<file path="config.mk">
export PLATFORM = sky130hd
export DESIGN_NAME = aho_multi
export DESIGN_NICKNAME = d
export VERILOG_FILES = /design/src/rtl/aho_multi.sv
export SDC_FILE = /design/constraint.sdc
export NUM_CORES = 1
export LEC_CHECK = 0
export ABC_AREA = 1
export BUFFER_PORTS_ARGS = -buffer_cell sky130_fd_sc_hd__buf_4
export CORE_MARGIN = 2
export CORE_UTILIZATION = 45
export CTS_CLUSTER_SIZE = 25
export DETAILED_ROUTE_END_ITERATION = 16
export PLACE_DENSITY_LB_ADDON = 0.08
export SYNTH_ARGS = -nofsm -noshare
export SYNTH_HDL_FRONTEND = slang
export SYNTH_HIERARCHICAL = 1
export SYNTH_SLANG_ARGS = --single-unit
</file>
<file path="constraint.sdc">
create_clock -name clk_i -period 2.6 [get_ports clk_i]
set_input_delay 0.65 -clock clk_i [delete_from_list [all_inputs] [get_ports clk_i]]
set_output_delay 0.65 -clock clk_i [all_outputs]
set_load 0.05 [all_outputs]
</file>
<file path="src/rtl/aho_multi.sv">
// aho_multi: free-running event counter with NCH loadable modulo channels and an
// optional BCD digit-match detector, built only when AHO_MULTI_DIGIT_EN is defined.

module aho_multi_ch #(
  parameter int              DIV_W   = 4,
  parameter logic [DIV_W-1:0] DIV_RST = '0
) (
  input  logic             clk_i,
  input  logic             rst_ni,
  input  logic             load_i,
  input  logic             clr_i,
  input  logic             en_i,
  input  logic             wrap_i,
  input  logic [DIV_W-1:0] div_i,
  input  logic             cnt_nz_i,
  output logic             hit_o
);
  logic [DIV_W-1:0] div_q, div_d, res_q, res_d;

  always_comb begin
    div_d = div_q;
    res_d = res_q;
    if (load_i) begin
      div_d = div_i;
      res_d = '0;
    end else if (clr_i) begin
      res_d = '0;
    end else if (en_i) begin
      // a zero divisor parks the residue; the wrap restarts every channel
      if (wrap_i || div_q == '0 || res_q == div_q - 1'b1) res_d = '0;
      else                                             res_d = res_q + 1'b1;
    end
  end

  always_ff @(posedge clk_i or negedge rst_ni) begin
    if (!rst_ni) begin
      div_q <= DIV_RST;
      res_q <= '0;
    end else begin
      div_q <= div_d;
      res_q <= res_d;
    end
  end

  assign hit_o = (div_q != '0) && (res_q == '0) && cnt_nz_i;
endmodule

module aho_multi #(
  parameter int                    CNT_W     = 16,
  parameter int                    NCH       = 3,
  parameter int                    DIV_W     = 4,
  parameter logic [NCH*DIV_W-1:0]  DIV_INIT  = {4'd7, 4'd5, 4'd3},
  parameter int                    NDIG      = 5,
  parameter int                    MATCH_DIG = 3
) (
  input  logic                 clk_i,
  input  logic                 rst_ni,
  input  logic                 en_i,
  input  logic                 clr_i,
  input  logic                 load_i,
  input  logic [NCH*DIV_W-1:0] div_i,
  output logic [CNT_W-1:0]     cnt_o,
  output logic [NCH-1:0]       hit_o,
  output logic                 dhit_o,
  output logic                 aho_o,
  output logic                 wrap_o
);
  if (NCH < 1 || NCH > 8 || NDIG < 1 || MATCH_DIG < 0 || MATCH_DIG > 9) begin : g_bad_cfg
    $error("aho_multi: unsupported parameter combination");
  end

  logic [CNT_W-1:0] cnt_q, cnt_d;
  logic             wrap_q, wrap_d;
  logic             at_max, cnt_nz;

  assign at_max = &cnt_q;
  assign cnt_nz = |cnt_q;

  always_comb begin
    cnt_d  = cnt_q;
    wrap_d = wrap_q;
    if (load_i || clr_i) begin
      cnt_d  = '0;
      wrap_d = 1'b0;
    end else if (en_i) begin
      cnt_d  = at_max ? '0 : cnt_q + 1'b1;
      wrap_d = at_max;
    end
  end

  always_ff @(posedge clk_i or negedge rst_ni) begin
    if (!rst_ni) begin
      cnt_q  <= '0;
      wrap_q <= 1'b0;
    end else begin
      cnt_q  <= cnt_d;
      wrap_q <= wrap_d;
    end
  end

  for (genvar g = 0; g < NCH; g++) begin : g_ch
    aho_multi_ch #(
      .DIV_W  (DIV_W),
      .DIV_RST(DIV_INIT[g*DIV_W +: DIV_W])
    ) u_ch (
      .clk_i   (clk_i),
      .rst_ni  (rst_ni),
      .load_i  (load_i),
      .clr_i   (clr_i),
      .en_i    (en_i),
      .wrap_i  (at_max),
      .div_i   (div_i[g*DIV_W +: DIV_W]),
      .cnt_nz_i(cnt_nz),
      .hit_o   (hit_o[g])
    );
  end

`ifdef AHO_MULTI_DIGIT_EN
  logic [NDIG-1:0][3:0] bcd_q, bcd_d;
  logic                 carry, nonlead, dmatch;

  always_comb begin
    bcd_d = bcd_q;
    carry = 1'b1;
    if (load_i || clr_i || (en_i && at_max)) begin
      bcd_d = '0;
    end else if (en_i) begin
      for (int k = 0; k < NDIG; k++) begin
        if (carry) begin
          if (bcd_q[k] == 4'd9) bcd_d[k] = 4'd0;
          else begin
            bcd_d[k] = bcd_q[k] + 4'd1;
            carry    = 1'b0;
          end
        end
      end
    end
  end

  // scan from the top digit so leading zeros are excluded from a zero match
  always_comb begin
    nonlead = 1'b0;
    dmatch  = 1'b0;
    for (int k = NDIG - 1; k >= 0; k--) begin
      nonlead = nonlead | (bcd_q[k] != 4'd0);
      if (nonlead && bcd_q[k] == 4'(MATCH_DIG)) dmatch = 1'b1;
    end
  end

  always_ff @(posedge clk_i or negedge rst_ni) begin
    if (!rst_ni) bcd_q <= '0;
    else         bcd_q <= bcd_d;
  end

  assign dhit_o = dmatch & cnt_nz;
`else
  assign dhit_o = 1'b0;
`endif

  assign cnt_o  = cnt_q;
  assign wrap_o = wrap_q;
  assign aho_o  = (|hit_o) | dhit_o;
endmodule

</file>
==> results of run 1 <==
==> worst paths after layout <==
path / startpoint / endpoint / slack, ns / depth (start not counted)
max in group asynchronous: rst_ni / cnt_o[0] / 1.85 / 1
setup reg to reg: cnt_o[1] / g_ch[1].u_ch/res_q[2] / 0.87 / 11
hold reg to reg: g_ch[0].u_ch/div_q[1] / g_ch[0].u_ch/div_q[1] / 0.52 / 2
setup / recovery: cnt_o[0] / aho_o / -0.14 / 9
hold / removal: rst_ni / g_ch[1].u_ch/res_q[1] / 0.34 / 1
min in group clk_i: g_ch[0].u_ch/div_q[1] / g_ch[0].u_ch/div_q[1] / 0.52 / 2
==> layout by cell type, fill, tap and decap left out, types with 5 or more instances in the layout <==
master	netlist	final
nand2_1	153	153
buf_4	1	51
nor2_1	48	45
dfrtp_1	34	33
inv_1	33	31
nand3_1	29	27
inv_2	20	22
o21ai_0	17	17
nand2_2	14	14
ha_1	14	13
nor2_4	9	12
nor2_2	8	8
dfstp_2	7	7
o21ai_1	5	5
clkbuf_8	0	5
==> report_power, final <==
group | internal, mW | switching (mW)
clock | 0.191 | 0.226
sequential | 0.675 | 0.0257
combinational | 0.259 | 0.413
==> state kept, by name, summed over array words and instances (netlist names) <==
| signal | cells |
|---|---|
| g_ch.u_ch/div_q | 12 |
| cnt_o | 16 |
| wrap_o | 1 |
| g_ch.u_ch/res_q | 12 |
==> area by class of cell <==
class,count,area share
Multi-Input combinational cell,331,0.493
Sequential cell,41,0.285
Timing Repair Buffer,54,0.116
Inverter,55,0.0575
Tap cell,77,0.0265
Clock buffer,8,0.0220
==> kinds of logic (layout without fill, tap and decap cells) <==
kind of cell | after synthesis | after routing
DFF | 41 | 41
buffers and inverters | 60 | 117
AOI/OAI and AO/OA | 29 | 29
adders and majority gates | 14 | 14
xor gates and xnor gates | 7 | 7
other | 1 | 1
and+or+nand+nor | 280 | 280
==> stage by stage <==
step                      setup WS [ns]   util
after floorplan                  0.0125      -
after global placement          -0.0627  0.544
after detailed placement         -0.141  0.544
after CTS                        -0.224  0.565
after global routing             -0.267  0.566
final                            -0.144  0.566
==> layer usage <==
| layer | GRT usage | up-vias | routed length [um] |
|---|---|---|---|
| met5 | 0 | - | 0 |
| met4 | 0.0390 | 0 | 44 |
| met3 | 0.0356 | 5 | 255 |
| met2 | 0.306 | 46 | 3000 |
| met1 | 0.261 | 1223 | 3380 |
| li1 | - | 1452 | - |
==> what timing repair did <==
item / in CTS / in global routing
pin swaps: 8 / 3
endpoints found under the setup margin: 4 / 3
resized for setup: 11 / 2
==> results.md, run 1 <==
* DR iter-0 viols at 110
* Pleak at 1.83 nW
* CP cell instances: inv_2 > ha_4 > nand3_4 > nor4_4 > nand3_2 > nand4_1 > nor2_4 > or3_4 > buf_8
* Post-Syn Area at 3020 um^2
* Flops & latches, synth at 41
* Failing checks: negative setup slack
* Most frequent cell after synthesis: nand2_1
* Worst Hold Class: input pin to asynchronous set/reset pin
* PD cells at 493 nW/um^2
* Worst-path clk slew at 0.08 ns
* Clk sink count at 41
* Initial Utilization at 0.470
* Total Power at 1.79 mW
* Top Ports at 39
* Max Cap Viol at 0
* Number of global-route vias before repair at 2424
* Setup ws final at -0.144 ns
* Maximum root-to-sink buffer count at 2
* Synth Area in Adders at 0.0580
* Yosys top cell area share at 0.282
* Compound-gate portion of the synthesized area at 0.0564
* Syn nets at 463
* Initial antenna violation count at 0
* CP startpoint kind: flop
* Drt via density at 4.82
* Die area at 7380 um^2
* Design Area, Final at 3640 um^2
* Share of layout cells above drive strength 1 at 0.286
* Routed vias at 2726
* Register area share after synthesis at 0.343
* Routed Antenna Nets at 0
* Mux contribution to synthesized area at 0
* Setup violations, final at 1
* Critical path type: flop to output port
* Crit path buf inv count at 2
* Die W at 85.9 um
* Core area at 6420 um^2
* Largest net degree at the start of global routing at 42
* Grt total ovfl at 0
* Post-DP Area at 3500 um^2
* Routed len/inst at 11.8 um
* Post-Synth XOR/XNOR Area at 0.0203
* Crit path capture type: output port
* Slew HR at 0.629
* Synth Area in Simple Gates at 0.434
* Filler cells at 648
* Asr flop ratio synth at 1.00
* CTS Root Cell: clkbuf_8
* RSZ-0062 raised after global routing: true
* Crit path max-delay family: simple AND/OR/NAND/NOR gates
* Final worst-path cycle share at 1.06
* CP Data Arrival Time at 2.09 ns
* TritonCTS clock tree: done
* Remaining DRCs at 0
* Multi-input gate area at 1790 um^2
* Hold WS at 0.342 ns
* PortBufs at 37
* CP max FO at 3
* Post-CTS setup buffers at 0
* H-tree depth at 2
* Clk_skew at 0.00823 ns
* CP max stage delay at 0.41 ns
* Worst Tran Pin Value at 0.556 ns
* Mapped Cells at 432
* GRT Util Overall at 0.188
* Final WL at 6680 um
* Diodes inserted at 0
* CTS Buf Count at 5
* Post-synth EDFFs at 0
* Chip Height at 85.9 um
* CP required at 1.95 ns
* Post-synth top cells: nand2_1, nor2_1, dfrtp_1
* RePlAce Congestion at 0.866
* Syn. warnings at 6
* Synth Flop Type: dfrtp_1
* Hold_buf cts at 0
* Placed cells at 558
* Clock period minus worst slack at 2.74 ns
* Achievable clock frequency at 364 MHz
* Number of placement rows at 29
* Largest family of logic cells by synthesized area: simple AND/OR/NAND/NOR gates
* Fin. max-slew vios at 0
* Distinct cells, synth at 33
* Non-filler cells in the finished layout at 566
* First-pass GRT wire length at 11100 um
* Seq. cell area at 1040 um^2
* Worst-skew pair later-pin latency at 0.29 ns
* Fin. Hold Viols at 0
* Setup TNS at -0.144 ns
* Detailed Routing Iterations Pass 1 at 6
* DP HPWL at 5010 um
* Max VDD drop at 0.000282 V
* Post-synth top area cell: dfrtp_1
* Syn-to-layout area delta at 20.5%
* Cell at the slowest stage of the critical path: dfrtp_2
* Status: finished, violations left
* Mean post-synth cell area at 6.99 um^2
* Top area cells in the synthesized netlist: dfrtp_1, nand2_1, dfstp_2
* Nets at 519
Note: power is estimated with default switching activity, not from simulation.
==> run 2: changes to the inputs <==
RECOVER_POWER = 25   (was not set)
==> results.md, run 2 (synthesis results as in run 1) <==
* Status: finished, violations left (unchanged)
* Failing checks: negative setup slack (unchanged)
* RSZ-0062 raised after global routing: true (unchanged)
* CTS Buf Count at 5 (unchanged)
* Non-filler cells in the finished layout at 566 (unchanged)
* CP required at 1.95 ns (about the same)
* Initial Utilization at 0.470 (unchanged)
* Fin. max-slew vios at 0 (unchanged)
* Post-DP Area at 3500 um^2 (unchanged)
* GRT Util Overall at 0.188 (unchanged)
* Worst Hold Class: flop to flop (was input pin to asynchronous set/reset pin)
* Top Ports at 39 (unchanged)
* Worst-path clk slew at 0.08 ns (about the same)
* Clk sink count at 41 (unchanged)
* Setup TNS at -0.144 ns (about the same)
* Final worst-path cycle share at 1.06 (about the same)
* Nets at 519 (unchanged)
* Final WL at 6690 um (was 6680 um)
* Design Area, Final at 3630 um^2 (was 3640 um^2)
* Max FFs per register at 16 (unchanged)
* Routed len/inst at 11.8 um (about the same)
* Switching Share at 0.371 (about the same)
* CP startpoint kind: flop (unchanged)
* Drt via density at 4.83 (was 4.82)
* Largest net degree at the start of global routing at 42 (unchanged)
* Clock period minus worst slack at 2.74 ns (about the same)
* Maximum root-to-sink buffer count at 2 (unchanged)
* Fin. Hold Viols at 0 (unchanged)
* H-tree depth at 2 (unchanged)
* Grt total ovfl at 0 (unchanged)
* Remaining DRCs at 0 (unchanged)
* Clk_skew at 0.00822 ns (was 0.00823 ns)
* Clock power frac at 0.233 (about the same)
* Die W at 85.9 um (unchanged)
* Setup ws final at -0.144 ns (about the same)
* Slew HR at 0.277 (was 0.629)
* Placed cells at 558 (unchanged)
* Worst Tran Pin Value at 1.08 ns (was 0.556 ns)
* Total Power at 1.79 mW (about the same)
* Detailed Routing Iterations Pass 1 at 6 (unchanged)
* RePlAce Congestion at 0.866 (unchanged)
* Multi-input gate area at 1790 um^2 (unchanged)
* CTS Root Cell: clkbuf_8 (unchanged)
* DR iter-0 viols at 110 (unchanged)
* Critical path type: flop to output port (unchanged)
* Pre-CTS setup slack at -0.141 ns (unchanged)
* Filler cells at 649 (was 648)
* First-pass GRT wire length at 11100 um (unchanged)
* Max VDD drop at 0.000282 V (about the same)
* Hold_buf cts at 0 (unchanged)
* CP Data Arrival Time at 2.09 ns (about the same)
* Number of placement rows at 29 (unchanged)
* TritonCTS clock tree: done (unchanged)
* Routed Antenna Nets at 0 (unchanged)
* Syn-to-layout area delta at 20.4% (was 20.5%)
* CP cell instances: inv_2 > ha_4 > nand3_4 > nor4_4 > nand3_2 > nand4_1 > nor2_4 > or3_4 > buf_8 (unchanged)
* Crit path capture type: output port (unchanged)
* P_sw at 665 uW (about the same)
* Die area at 7380 um^2 (unchanged)
* Int Pwr at 1.13 mW (about the same)
* Commonest non-fill, non-tap cell in the layout: nand2_1 (unchanged)
* Cell at the slowest stage of the critical path: dfrtp_2 (unchanged)
* Diodes inserted at 0 (unchanged)
* CP max FO at 3 (unchanged)
* Sequential power share at 0.392 (was 0.391)
* PortBufs at 37 (unchanged)
* Number of global-route vias before repair at 2424 (unchanged)
* Comb pwr share at 0.375 (about the same)
* CP max stage delay at 0.41 ns (about the same)
* Worst-skew pair later-pin latency at 0.29 ns (about the same)
* Max Cap Viol at 0 (unchanged)
* Initial antenna violation count at 0 (unchanged)
* PD cells at 493 nW/um^2 (about the same)
* Routed vias at 2732 (was 2726)
* Chip Height at 85.9 um (unchanged)
* Most frequent cells in the layout: nand2_1, buf_4, nor2_1 (unchanged)
* Setup violations, final at 1 (unchanged)
* DP HPWL at 5010 um (unchanged)
* Pleak at 1.83 nW (about the same)
* Seq. cell area at 1040 um^2 (unchanged)
* Achievable clock frequency at 364 MHz (about the same)
* Core area at 6420 um^2 (unchanged)
* Share of layout cells above drive strength 1 at 0.286 (unchanged)
* Post-CTS setup buffers at 0 (unchanged)
## run 2: cell types whose count changed in the layout (fill, tap and decap cells not counted)
cell | previous run | this run
clkbuf_2 | 0 | 1
buf_4 | 51 | 50
## run 2: cell type report
| class | instances | area share |
|---|---|---|
| timing repair buffer | 54 | 0.115 |
| clock buffer | 8 | 0.0220 |
| inverter | 55 | 0.0575 |
| multi-input combinational | 331 | 0.494 |
| tap | 77 | 0.0265 |
| sequential | 41 | 0.285 |
## run 2: metal layers
layer | routed length, um | track usage | vias up | share of wire
li1 | - | - | 1452 | -
met1 | 3370 | 0.261 | 1227 | 0.50
met2 | 3010 | 0.306 | 48 | 0.45
met3 | 263 | 0.0356 | 5 | 0.039
met4 | 44 | 0.0390 | 0 | 0.0066
met5 | 0 | 0 | - | 0
## run 2: worst max-delay path: cells and delay by family, from the launching register on
family	cells	cell delay [ns]
DFF	1	0.41
and+or+nand+nor	6	1.03
adders and majority gates	1	0.13
buffers and inverters	2	0.23
## run 2: path summary, 6_finish.rpt
kind / from / endpoint / slack (ns) / cells after the start
worst max-delay path: cnt_o[0] / aho_o / -0.14 / 9
worst min-delay path: g_ch[0].u_ch/div_q[1] / g_ch[0].u_ch/div_q[1] / 0.52 / 2
worst max register to register: cnt_o[1] / g_ch[1].u_ch/res_q[2] / 0.87 / 11
worst min register to register: g_ch[0].u_ch/div_q[1] / g_ch[0].u_ch/div_q[1] / 0.52 / 2
max in group asynchronous: rst_ni / cnt_o[0] / 1.32 / 1
min in group asynchronous: rst_ni / g_ch[1].u_ch/res_q[1] / 0.55 / 1
## run 2: per-stage QoR
step           utilization  hold slack, ns
2_1_floorplan            -           0.354
3_3_place_gp         0.544           0.507
3_5_place_dp         0.544           0.512
4_1_cts              0.565           0.364
5_1_grt              0.566           0.545
6_report             0.566           0.518
## run 2: power by group through the flow
stage | Clock (mW) | Combinational (mW) | Sequential [mW]
floorplan | 0 | 0.381 | 0.746
global placement | 0 | 0.607 | 0.711
detailed placement | 0 | 0.616 | 0.712
CTS | 0.433 | 0.671 | 0.701
global route | 0.458 | 0.735 | 0.706
finish | 0.418 | 0.672 | 0.701
## run 2: what timing repair did
| action | 4_1_cts | 5_1_grt |
|---|---|---|
| hold endpoints to repair | 0 | 0 |
| pin swaps | 8 | 3 |
| endpoints found under the setup margin | 4 | 3 |
| gates resized for setup | 11 | 2 |
| gates cloned | 0 | 0 |
